File: config.mk
export PLATFORM = sky130hd
export DESIGN_NAME = reg_file_port_arbiter
export DESIGN_NICKNAME = d
export VERILOG_FILES = /design/src/rtl/MemReg.sv /design/src/rtl/StarveCounter.sv /design/src/rtl/reg_file_port_arbiter.sv
export SDC_FILE = /design/constraint.sdc
export NUM_CORES = 1
export LEC_CHECK = 0
export BUFFER_PORTS_ARGS = -buffer_cell sky130_fd_sc_hd__buf_4
export CORE_UTILIZATION = 34
export CTS_CLUSTER_SIZE = 30
export DETAILED_ROUTE_END_ITERATION = 6
export GPL_TIMING_DRIVEN = 0
export PLACE_DENSITY = 0.81
export SETUP_SLACK_MARGIN = 0.05
export SYNTH_ARGS = -nofsm -noshare
export SYNTH_HDL_FRONTEND = slang
export SYNTH_SLANG_ARGS = --single-unit
File: constraint.sdc
create_clock -name clk -period 2.2 [get_ports clk]
set_input_delay 0.22 -clock clk [delete_from_list [all_inputs] [get_ports clk]]
set_output_delay 0.22 -clock clk [all_outputs]
set_load 0.05 [all_outputs]
File: src/rtl/MemReg.sv
// Shared definitions for the register-file write-port arbiter.
package MemReg;

  // Two-state arbiter FSM: clear sweep, then normal arbitration.
  typedef enum logic {
    INIT = 1'b0,
    RUN  = 1'b1
  } state_e;

  // Consecutive ll wait cycles before the ll port is forced through.
  localparam int unsigned STARVE_LIMIT_DEFAULT = 4;

  // Width of the starvation counter; limits STARVE_LIMIT to 1..15.
  localparam int unsigned STARVE_CNT_W = 4;

endpackage

File: src/rtl/StarveCounter.sv
// Counts consecutive cycles the long-latency port has been kept waiting.
module StarveCounter
  import MemReg::*;
#(
  parameter int unsigned LIMIT = STARVE_LIMIT_DEFAULT
) (
  input  logic clk,
  input  logic reset,
  input  logic inc,
  input  logic clr,
  output logic at_limit
);

  localparam logic [STARVE_CNT_W-1:0] LIMIT_C = STARVE_CNT_W'(LIMIT);

  logic [STARVE_CNT_W-1:0] cnt_q;
  logic [STARVE_CNT_W-1:0] cnt_d;

  // Next count: clear wins, otherwise count up and saturate at the limit.
  always_comb begin
    cnt_d = cnt_q;
    if (clr) begin
      cnt_d = '0;
    end else if (inc && (cnt_q != LIMIT_C)) begin
      cnt_d = cnt_q + STARVE_CNT_W'(1);
    end
  end

  // Count register with synchronous active-low reset.
  // NOTE: sequential state uses non-blocking assignments so every flop samples pre-edge values.
  always_ff @(posedge clk) begin
    if (!reset) begin
      cnt_q <= '0;
    end else begin
      cnt_q <= cnt_d;
    end
  end

  assign at_limit = (cnt_q == LIMIT_C);

endmodule

File: src/rtl/reg_file_port_arbiter.sv
// Single register-file write port shared by pipeline writeback and the
// long-latency unit; clears registers 1..N-1 after reset.
module reg_file_port_arbiter
  import MemReg::*;
#(
  parameter int unsigned LEN_REG_FILE_ADDR = 5,
  parameter int unsigned SIZE_REG_FILE     = 32,
  parameter int unsigned LEN_WORD          = 32,
  parameter int unsigned STARVE_LIMIT      = STARVE_LIMIT_DEFAULT
) (
  input  logic                         clk,
  input  logic                         reset,
  input  logic                         wb_valid,
  input  logic [LEN_REG_FILE_ADDR-1:0] wb_dst,
  input  logic [LEN_WORD-1:0]          wb_data,
  input  logic                         ll_valid,
  input  logic [LEN_REG_FILE_ADDR-1:0] ll_dst,
  input  logic [LEN_WORD-1:0]          ll_data,
  output logic                         ll_ready,
  output logic                         stall,
  output logic                         write_en,
  output logic [LEN_REG_FILE_ADDR-1:0] dst,
  output logic [LEN_WORD-1:0]          write_data,
  output logic                         init_done
);

  localparam logic [LEN_REG_FILE_ADDR-1:0] FIRST_ADDR = LEN_REG_FILE_ADDR'(1);
  localparam logic [LEN_REG_FILE_ADDR-1:0] LAST_ADDR  = LEN_REG_FILE_ADDR'(SIZE_REG_FILE - 1);

  state_e                         state_q, state_d;
  logic [LEN_REG_FILE_ADDR-1:0]   addr_q, addr_d;
  logic                           init_done_q, init_done_d;
  logic                           at_limit;
  logic                           grant;
  logic                           starve_inc;
  logic                           starve_clr;

  // ll waits while it asks and is not served; any grant or a dropped request clears it.
  assign starve_inc = (state_q == RUN) && ll_valid && !ll_ready;
  assign starve_clr = !ll_valid || ll_ready;

  StarveCounter #(
    .LIMIT(STARVE_LIMIT)
  ) u_starve (
    .clk     (clk),
    .reset   (reset),
    .inc     (starve_inc),
    .clr     (starve_clr),
    .at_limit(at_limit)
  );

  // Next-state and grant logic; the winner drives the write port in the same cycle.
  // NOTE: every output gets a default first so no path through this block infers a latch.
  always_comb begin
    state_d     = state_q;
    addr_d      = addr_q;
    init_done_d = init_done_q;
    grant       = 1'b0;
    ll_ready    = 1'b0;
    stall       = 1'b1;
    write_en    = 1'b0;
    dst         = '0;
    write_data  = '0;

    case (state_q)
      INIT: begin
        write_en = 1'b1;
        dst      = addr_q;
        if (addr_q == LAST_ADDR) begin
          state_d     = RUN;
          init_done_d = 1'b1;
        end else begin
          addr_d = addr_q + LEN_REG_FILE_ADDR'(1);
        end
      end
      RUN: begin
        stall = 1'b0;
        if (at_limit && ll_valid) begin
          // Forced ll: the pipeline holds and re-presents its writeback.
          grant      = 1'b1;
          stall      = 1'b1;
          ll_ready   = 1'b1;
          dst        = ll_dst;
          write_data = ll_data;
        end else if (wb_valid) begin
          grant      = 1'b1;
          dst        = wb_dst;
          write_data = wb_data;
        end else if (ll_valid) begin
          grant      = 1'b1;
          ll_ready   = 1'b1;
          dst        = ll_dst;
          write_data = ll_data;
        end
        // Register 0 is hardwired; the handshake still completes.
        write_en = grant && (dst != '0);
      end
    endcase

    // A sampled reset aborts whatever would have been granted this cycle.
    if (!reset) begin
      ll_ready   = 1'b0;
      stall      = 1'b1;
      write_en   = 1'b0;
      dst        = '0;
      write_data = '0;
    end
  end

  // FSM, sweep address and init_done registers with synchronous active-low reset.
  always_ff @(posedge clk) begin
    if (!reset) begin
      state_q     <= INIT;
      addr_q      <= FIRST_ADDR;
      init_done_q <= 1'b0;
    end else begin
      state_q     <= state_d;
      addr_q      <= addr_d;
      init_done_q <= init_done_d;
    end
  end

  assign init_done = init_done_q;

endmodule

# After elaboration in Yosys (flattened, before gate mapping)
# Index checks and enable logic that the tools add are counted.
[op_classes]
addsub = 2
n_eq_ne = 3
n_mux = 26
n_bitwise = 3
n_reduce_logical = 12
[op_table]
columns = ["op", "n"]
rows = [
  ["$mux W32", 5],
  ["$mux W5", 5],
  ["$mux W1", 14],
  ["$pmux W5 S2", 1],
  ["$add A5 B1 Y5 const B", 1],
  ["$eq A5 B5 Y1 const B", 1],
  ["$logic_and A1 B1 Y1", 5],
  ["$reduce_bool A5 Y1", 1],
  ["$add A4 B1 Y4 const B", 1],
  ["$eq A4 B3 Y1 const B", 1],
  ["$ne A4 B3 Y1 const B", 1],
  ["$reduce_and A2 Y1", 2],
  ["$not A1 Y1", 3],
  ["$logic_not A1 Y1", 2],
  ["$pmux W1 S2", 1],
  ["$reduce_or A2 Y1", 1],
  ["$logic_or A1 B1 Y1", 1],
]
[totals]
ff_bits = 11
word_cells = 50

# Longest topological paths before layout
# Gate-level depths: netlist (run 1).
[logic_depth]
depth_word = 8
mapped_depth = 9
depth_no_buf = 7

# Modules after synthesis
# A second synthesis (run 1) with hierarchy kept.
[unflattened]
hier_cells = 129
area_unflattened_um2 = 1082.3
[modules_own_cells]
columns = ["module", "n_inst", "cells_each", "area_each_um2"]
rows = [
  ["reg_file_port_arbiter", 1, 103, 878.3],
  ["StarveCounter", 1, 26, 203.9],
]

# Worst setup path before layout (run 1)
# No wires, ideal clock.
[synth_timing]
kind = "reg-to-output"
from = "register u_starve.cnt_q[0]"
to = "output port write_en"
arrival_ps = 1901
slack_ps = 79
path_stages_with_launch = 8
path_buffers = 1
cell_sequence = "dfxtp_1 inv_1 ha_1 nand4b_1 and2_4 buf_6 o21ai_0 a31oi_1"
[synth_via]
elab_chain_cells = 8
elab_cells_between_ends = 10
cone_classes = "eq/ne (1); mux (6); reduce/logical (3)"
[synth_lines]
columns = ["element", "line", "rtl"]
rows = [
  ["start: declaration", "StarveCounter.sv:16", "logic [STARVE_CNT_W-1:0] cnt_q;"],
  ["start signal: assignment", "StarveCounter.sv:35", "cnt_q <= cnt_d;"],
  ["$eq A4 B3 Y1 *", "StarveCounter.sv:39", "assign at_limit = (cnt_q == LIMIT_C);"],
  ["$logic_and A1 B1 Y1 *", "reg_file_port_arbiter.sv:78", "if (at_limit && ll_valid) begin"],
  ["$mux W5", "reg_file_port_arbiter.sv:78", ""],
  ["$mux W5", "reg_file_port_arbiter.sv:65", "case (state_q)"],
  ["$reduce_bool A5 Y1", "reg_file_port_arbiter.sv:96", "write_en = grant && (dst != '0);"],
  ["$logic_and A1 B1 Y1 *", "reg_file_port_arbiter.sv:96", ""],
  ["$pmux W1 S2 *", "reg_file_port_arbiter.sv:65", ""],
  ["$mux W1 *", "reg_file_port_arbiter.sv:101", "if (!reset) begin"],
  ["end: declaration", "reg_file_port_arbiter.sv:21", "output logic write_en,"],
]
# Mark *: on every way between the ends. The rest lies on a longest branch, timed or not. The select of a mux whose other input is x is not followed.

# Final worst setup path (run 1)
[layout_timing]
from = "register u_starve.cnt_q[1]"
to = "output port write_data[3]"
[layout_via]
elab_chain_cells = 5
[layout_lines]
columns = ["element", "line", "rtl"]
rows = [
  ["$eq A4 B3 Y1", "StarveCounter.sv:39", ""],
  ["$logic_and A1 B1 Y1", "reg_file_port_arbiter.sv:78", ""],
  ["$mux W32", "reg_file_port_arbiter.sv:78", ""],
  ["$mux W32", "reg_file_port_arbiter.sv:65", ""],
  ["$mux W32", "reg_file_port_arbiter.sv:101", ""],
  ["end: declaration", "reg_file_port_arbiter.sv:23", "output logic [LEN_WORD-1:0] write_data,"],
]
# Every way passes these cells.

==> flow_summary.toml, run 1 <==
[detailed_routing]
drt-pass1-iter-count = 6
routed_via_density = 5.28
remaining_drc_errors = 10
antenna_left = 0
wl_um = 4600
vias = 1504
wl_per_cell_um = 16.1
first_iter_violations = 89

[logic_synthesis]
async_flop_share_pct = 0
synth.cell_area_um2 = 1050
synth-seq-area-share_pct = 21.0
netlist_instances = 127
yosysUniqueCellTypes = 33
yosys_most_used_dff = "dfxtp_1"
synth_area_per_cell_um2 = 8.28
synth_seq_cells = 11
synth_edf_count = 0
yosysWarnings = 0
synth_nets = 209

[sta]
tns_ns = 0
period_share_pct = 96.2
rsz0062_at_grt = "true"
tightestPinTransition_ns = 0.403
slew_headroom_pct = 73.1
fin_skew_ns = 0.00587
report.final.slew_viol_count = 0
hold_violations = 0
setup_viol = 0
postLayoutSetupSlackWorst_ns = 0.0841
final.min_clock_period_ns = 2.12
clock.fmax_mhz = 473

[clock_network]
hold_buffers = 0
cts-root-buf = "clkbuf_4"
clk_latency_ns = 0.28
cts_tree = "built"
cts_made_buffers = 3
cts_buffer_depth = 2
cts_sinks = 11
clk_pin_slew_worst_paths_ns = 0.07
cts_max_level = 1

[critical_path]
timing.rr.start = "addr_q[0]"
crit_arrival_ns = 1.90
critPathMaxFanout = 10
slowest_stage = "dfxtp_2"
critPathCaptureType = "output pin"
slowest_delay_ns = 0.33
path_cells = "inv_2 > ha_4 > nand3b_1 > a21oi_4 > buf_4 > a22o_1 > buf_6"
critPathLaunch = "u_starve.cnt_q[1]"
start_kind = "register"
required_ns = 1.98
critPathTopFamily = "compound AO/OA/AOI/OAI gates"
criticalPathCategory = "register to output pin"
path_buf_inv = 3

[placed_design]
dpl_cell_area_um2 = 1980
pre_cts_ws_ns = 0.172
placement.io_buffers = 118
place_congestion = 0.808
dpl.hpwl_um = 3230

[floorplanning]
dieHeight_um = 57.6
num_rows = 19
die_area_um2 = 3320
start_util_pct = 36.8
io_pins = 119
die_w_um = 57.6
core_area_um2 = 2850

[global_route]
antenna_found_initial = 0
grt_pass1_wl_um = 6320
grt.total_usage_pct = 24.6
grt_max_degree = 11
first_global_vias = 1343
grt_overflow_total = 0

[worst_hold_path]
hold_path.class = "input port to register"
hold_path_startpoint = "reset"

[power]
power_switching_w = 0.000147
finalPower_w = 0.000532
intPower_w = 0.000386
max-vdd-ir-drop_mv = 0.341
comb_power_share_pct = 33.6
p_clk_share_pct = 26.4
seqPwrFrac_pct = 40.1
swShare_pct = 27.5
powerDensity_nw_per_um2 = 242
cellLeakagePower_nw = 1.10

[final_layout]
postLayoutCellArea_um2 = 2200
final_cell_mix = "buf_4, a22o_1, buf_6, nor2_1"
final_common_cell = "buf_4"
finish.utilization_pct = 77.1
drive_gt1_share_pct = 57.1
nets = 337
diodes = 0
area_growth_syn_to_layout_pct = 109

[outcome]
status = "complete, but fails checks"
violations = "design-rule violations"

[job]
drv_cap = 0
## sequential cells by signal, indices dropped and copies added (netlist names)
register,cells
addr_q,5
init_done,1
state_q,1
u_starve.cnt_q,4
## power groups by stage
stage	logic, W	clock network, W	registers (W)
3_3_place_gp	0.000173	0	0.000218
6_report	0.000179	0.000140	0.000213
4_1_cts	0.000177	0.000149	0.000213
3_5_place_dp	0.000176	0	0.000218
2_1_floorplan	0.0000530	0	0.000217
5_1_grt	0.000192	0.000154	0.000214
## metrics by stage
step,hold slack [ns],std cells
global placement,0.455,276
detailed placement,0.480,276
global route,0.335,285
floorplan,0.441,127
CTS,0.310,283
finish,0.325,285
## final cells by class
type	count	area, um2
timing repair buffer	125	1070
sequential	11	223
buffer	8	76.3
tap	31	38.8
inverter	4	15.0
clock buffer	4	26.3
fill	210	653
multi-input combinational	102	752
## cell families after synthesis
group	count (synthesis)	synth area share, %
muxes	1	0.952
buffers and inverters	14	10.1
DFF	11	21.0
AOI/OAI and AO/OA	56	41.4
adders and majority gates	4	4.76
and+or+nand+nor	36	17.6
xor gates and xnor gates	5	4.17
## cell usage after synthesis (all sizes together) (2+ instances only)
cell type	count	area, um2
nand2	6	22.5
and2	3	22.5
or4	2	15.0
buf	9	87.6
xnor2	2	17.5
and3	2	17.5
dfxtp	11	220
nor2	14	52.6
inv	4	15.0
nand3	4	20.0
o21ai	10	50.0
a221oi	5	43.8
nand4	2	12.5
a21oi	5	28.8
ha	4	50.1
xor2	3	26.3
a22o	32	280
## per-layer routing
layer,part of all wire (%),up-vias,track usage (%)
li1,-,742,-
met1,38,698,28.7
met2,52,55,43.4
met3,7.8,9,4.76
met4,1.7,0,10.5
met5,0,-,0
## worst register-to-register path, stage by stage (launching register included)
cell and delay [ns]:
dfxtp_1 0.35, ha_1 0.22, and3_1 0.18, ha_1 0.22, nor2_1 0.34, nand4_1 0.16
xor2_1 0.16, nor2_1 0.05
## final timing paths
kind / to / slack, ns / cells after the start
hold / removal: addr_q[0] / 0.33 / 3
setup reg to reg: addr_q[3] / 0.40 / 7
hold reg to reg: init_done / 0.49 / 2
setup / recovery: write_data[3] / 0.08 / 7
## what timing repair did
| action | in CTS | in global routing |
|---|---|---|
| endpoints found under the setup margin | 32 | 36 |
| buffers inserted | 4 | 2 |
| cloned | 0 | 1 |
| gates resized for setup | 37 | 7 |
| pin swaps | 3 | 7 |
No activity file was read; power rests on OpenSTA's default activity.
==> run 2: changes to the inputs <==
- REMOVE_ABC_BUFFERS: default -> 1
==> run 2 against run 1 <==
Combinational power about the same. First-iteration DRC count up 4.5%. Cell count down 0.70%. Power up 0.91%. Via count up 6.8%. The run still ends with design-rule violations left. Worst hold slack worse by 0.12 ns. Setup slack better by 0.043 ns.
==> flow_summary.toml, run 2 (synthesis gave the netlist of run 1 again) <==
[job]
drv_cap = 0

[detailed_routing]
wl_per_cell_um = 17.3
first_iter_violations = 93
routed_via_density = 5.67
vias = 1606
drt-pass1-iter-count = 6
wl_um = 4900
remaining_drc_errors = 10
antenna_left = 0

[final_layout]
final_cell_mix = "buf_4, a22o_1, buf_6, nor2_1, o21ai_0"
nets = 335
area_growth_syn_to_layout_pct = 106
fillerInstances = 224
final_common_cell = "buf_4"
multi_input_area_um2 = 802
largest_reg_flops = 5
largest-register = "addr_q"
reg_top3 = "addr_q (5), u_starve.cnt_q (4)"
register_area_um2 = 224
diodes = 0
finish.utilization_pct = 76.0
final_cells = 283
drive_gt1_share_pct = 57.1

[worst_hold_path]
hold_path_startpoint = "reset"
hold_path.class = "input port to register"

[outcome]
status = "complete, but fails checks"
violations = "design-rule violations"

[placed_design]
place_congestion = 0.772
placement.io_buffers = 118
dpl.cell_count = 266
dpl.hpwl_um = 3310

[clock_network]
cts_sinks = 11
clk_pin_slew_worst_paths_ns = 0.07
cts_buffer_depth = 2
hold_buffers = 0
cts_tree = "built"
cts-root-buf = "clkbuf_4"
cts_max_level = 1
clk_latency_ns = 0.28
cts_made_buffers = 3

[sta]
final.min_clock_period_ns = 2.07
period_share_pct = 94.2
fin_skew_ns = 0.00511
hold_violations = 0
tightestPinTransition_ns = 0.423
clock.fmax_mhz = 482
slew_headroom_pct = 71.7
report.final.slew_viol_count = 0
setup_viol = 0
rsz0062_at_grt = "false"

[floorplanning]
die_w_um = 57.6
dieHeight_um = 57.6
start_util_pct = 36.8
die_area_um2 = 3320
io_pins = 119
num_rows = 19
core_area_um2 = 2850

[critical_path]
critPathMaxFanout = 8
timing.rr.start = "addr_q[0]"
required_ns = 1.98
crit_arrival_ns = 1.85
critPathCaptureType = "output pin"
slowest_delay_ns = 0.34
slowest_stage = "dfxtp_2"
start_kind = "register"
criticalPathCategory = "register to output pin"
path_cells = "inv_1 > ha_4 > nand3b_1 > buf_6 > a21oi_4 > clkbuf_16 > a22o_1 > buf_4"
critPathLaunch = "u_starve.cnt_q[1]"

[global_route]
grt.total_usage_pct = 26.3
grt_overflow_total = 0
grt_max_degree = 18
antenna_found_initial = 0
first_global_vias = 1414
grt_pass1_wl_um = 6760

[power]
cellLeakagePower_nw = 1.08
powerDensity_nw_per_um2 = 248
max-vdd-ir-drop_mv = 0.260
## run 2: repair_timing
| item | 4_1_cts | 5_1_grt |
|---|---|---|
| gates resized for setup | 3 | 30 |
| pin swaps | 2 | 4 |
| gates cloned | 2 | 3 |
| endpoints found under the setup margin | 34 | 38 |
| buffers inserted | 5 | 3 |
## run 2: path summary, 6_finish.rpt
path                    end  slack [ns]  cells after the start
min               addr_q[0]        0.20                      2
min reg2reg       init_done        0.48                      2
max reg2reg       addr_q[3]        0.41                      7
max          write_data[12]        0.13                      8
## run 2: critical path: cells and delay by family (launching register included)
kind	cells	cell delay, ns
AO/OA/AOI/OAI	2	0.33
adder cells (fa/ha/maj)	1	0.14
buffers and inverters	4	0.65
flip-flops	1	0.34
AND/OR/NAND/NOR	1	0.12
## run 2: metal layers
metal | track usage (%) | wire length (um)
met3 | 2.95 | 378
met4 | 6.27 | 123
met5 | 0 | 0
met2 | 47.0 | 2490
met1 | 33.4 | 1910
## run 2: through the flow
| step | power, W | setup slack [ns] | hold slack [ns] | instance area, um2 | TNS, ns |
|---|---|---|---|---|---|
| 4_1_cts | 0.000537 | 0.00552 | 0.188 | 2000 | 0 |
| 3_5_place_dp | 0.000391 | -0.373 | 0.466 | 1880 | -11.63 |
| 2_1_floorplan | 0.000266 | -0.475 | 0.282 | 960 | -15.30 |
| 6_report | 0.000537 | 0.127 | 0.204 | 2170 | 0 |
| 3_3_place_gp | 0.000388 | -0.408 | 0.461 | 1880 | -12.55 |
| 5_1_grt | 0.000568 | 0.0691 | 0.200 | 2170 | 0 |
## run 2: power breakdown
group	switching (W)	leakage, nW	internal [W]	total, W
Combinational	0.0000706	0.975	0.000109	0.000180
Sequential	0.00000699	0.0910	0.000206	0.000213
Clock	0.0000736	0.0150	0.0000703	0.000144
Total	0.000151	1.08	0.000386	0.000537
## run 2: area by class of cell
type	count	area share [%]
Tap cell	31	1.79
Sequential cell	11	10.3
Clock buffer	4	1.21
Inverter	4	0.692
Timing Repair Buffer	127	49.0
Multi-Input combinational cell	106	37.0
==> run 3: changes to the inputs <==
- CORE_MARGIN: default -> 5
==> run 3 against run 2 <==
The flow now finishes without violations. Via count is 3.8% lower. Clock power is 3% lower. Wire length is 2.1% higher.
==> flow_summary.toml, run 3 (synthesis gave the netlist of run 1 again) <==
[critical_path]
regToRegSetupSlack_ns = 0.43
path_buf_inv = 4
slowest_delay_ns = 0.34
critPathMaxFanout = 7
required_ns = 1.98
crit_arrival_ns = 1.83
r2r_cells = 7
path_cells = "inv_2 > ha_4 > nand3b_1 > buf_4 > a21oi_4 > buf_4 > a22o_1 > buf_4"
cp_num_cells = 8
worst_path_most_repeated_cell = "buf_4"
critPathTopFamily = "buffers and inverters"
slowest_stage = "dfxtp_2"
criticalPathCategory = "register to output pin"
start_kind = "register"
critPathCaptureType = "output pin"

[global_route]
grt.total_usage_pct = 21.9
first_global_vias = 1394
grt_pass1_wl_um = 7210
grt_overflow_total = 0
grt_max_degree = 19
antenna_found_initial = 0

[floorplanning]
die_area_um2 = 4300
io_pins = 119
die_w_um = 65.6
dieHeight_um = 65.6
start_util_pct = 35.0
core_area_um2 = 3000
num_rows = 20

[final_layout]
largest_reg_flops = 5
final_cell_mix = "buf_4, a22o_1, nor2_1, o21ai_0, dfxtp_1"
fillerInstances = 262
register_area_um2 = 224
reg_top3 = "addr_q (5), u_starve.cnt_q (4)"
postLayoutCellArea_um2 = 2090
diodes = 0
nets = 336
multi_input_area_um2 = 802
area_growth_syn_to_layout_pct = 98.5
drive_gt1_share_pct = 57.7
final_common_cell = "buf_4"
finish.utilization_pct = 69.5
largest-register = "addr_q"

[placed_design]
place_congestion = 0.860
placement.io_buffers = 118
dpl.hpwl_um = 3640
dpl_cell_area_um2 = 1890

[detailed_routing]
antenna_left = 0
wl_per_cell_um = 17.5
routed_via_density = 5.40
first_iter_violations = 46
vias = 1545
drt-pass1-iter-count = 4
wl_um = 5000
remaining_drc_errors = 0

[job]
drv_cap = 0

[power]
powerDensity_nw_per_um2 = 256
finalPower_w = 0.000533
cellLeakagePower_nw = 1.06
max-vdd-ir-drop_mv = 0.447

[sta]
fin_skew_ns = 0.000837
final.min_clock_period_ns = 2.05
tns_ns = 0
clock.fmax_mhz = 488
slew_headroom_pct = 72.9
hold_ws_ns = 0.210
setup_viol = 0
tightestPinTransition_ns = 0.405
report.final.slew_viol_count = 0
hold_violations = 0
rsz0062_at_grt = "false"
period_share_pct = 93.2

[worst_hold_path]
hold_path.class = "input port to register"
whs_path_depth = 2

[clock_network]
clk_latency_ns = 0.27
cts_sinks = 11
cts_made_buffers = 3
cts_max_level = 1
clk_pin_slew_worst_paths_ns = 0.07
cts_buffer_depth = 2
cts-root-buf = "clkbuf_4"
cts_tree = "built"

[outcome]
status = "complete, no violations"
run 3: cell types whose count changed in the layout (fill, tap and decap cells not counted), sizes merged:
| cell | delta |
|---|---|
| buf | +2 |
| clkbuf | -1 |
run 3: routing by layer:
layer,track usage (%),vias up,wire (um)
met5,0,-,0
met4,11.4,0,157
met3,4.96,13,397
met2,37.0,72,2470
met1,25.5,709,1970
li1,-,751,-
run 3: repair_timing:
action / in CTS / in global routing
buffers inserted: 7 / 3
resized for setup: 6 / 8
endpoints found under the setup margin: 34 / 39
gates cloned: 3 / 1
hold buffers: 0 / 0
pin swaps: 2 / 3
run 3: path summary, 6_finish.rpt:
kind,start,endpoint
max,u_starve.cnt_q[1],write_data[28]
min,reset,addr_q[0]
max reg2reg,addr_q[0],addr_q[3]
min reg2reg,init_done,init_done
run 3: cell type report:
class	instances	share of cell area, %
well taps	33	1.98
inverters	4	0.720
repair buffers	128	46.9
clock buffers	4	1.26
multi-input cells	106	38.5
flip-flops and latches	11	10.7
run 3: metrics by stage:
| stage | setup slack (ns) | std cells |
|---|---|---|
| final | 0.150 | 286 |
| after global routing | 0.0467 | 286 |
| after CTS | 0.0456 | 282 |
| after detailed placement | -0.412 | 268 |
| after global placement | -0.413 | 268 |
| after floorplan | -0.475 | 117 |
run 3: power by group:
group,internal [W],switching [W]
Combinational,0.000108,0.0000704
Sequential,0.000206,0.00000819
Clock,0.0000704,0.0000693
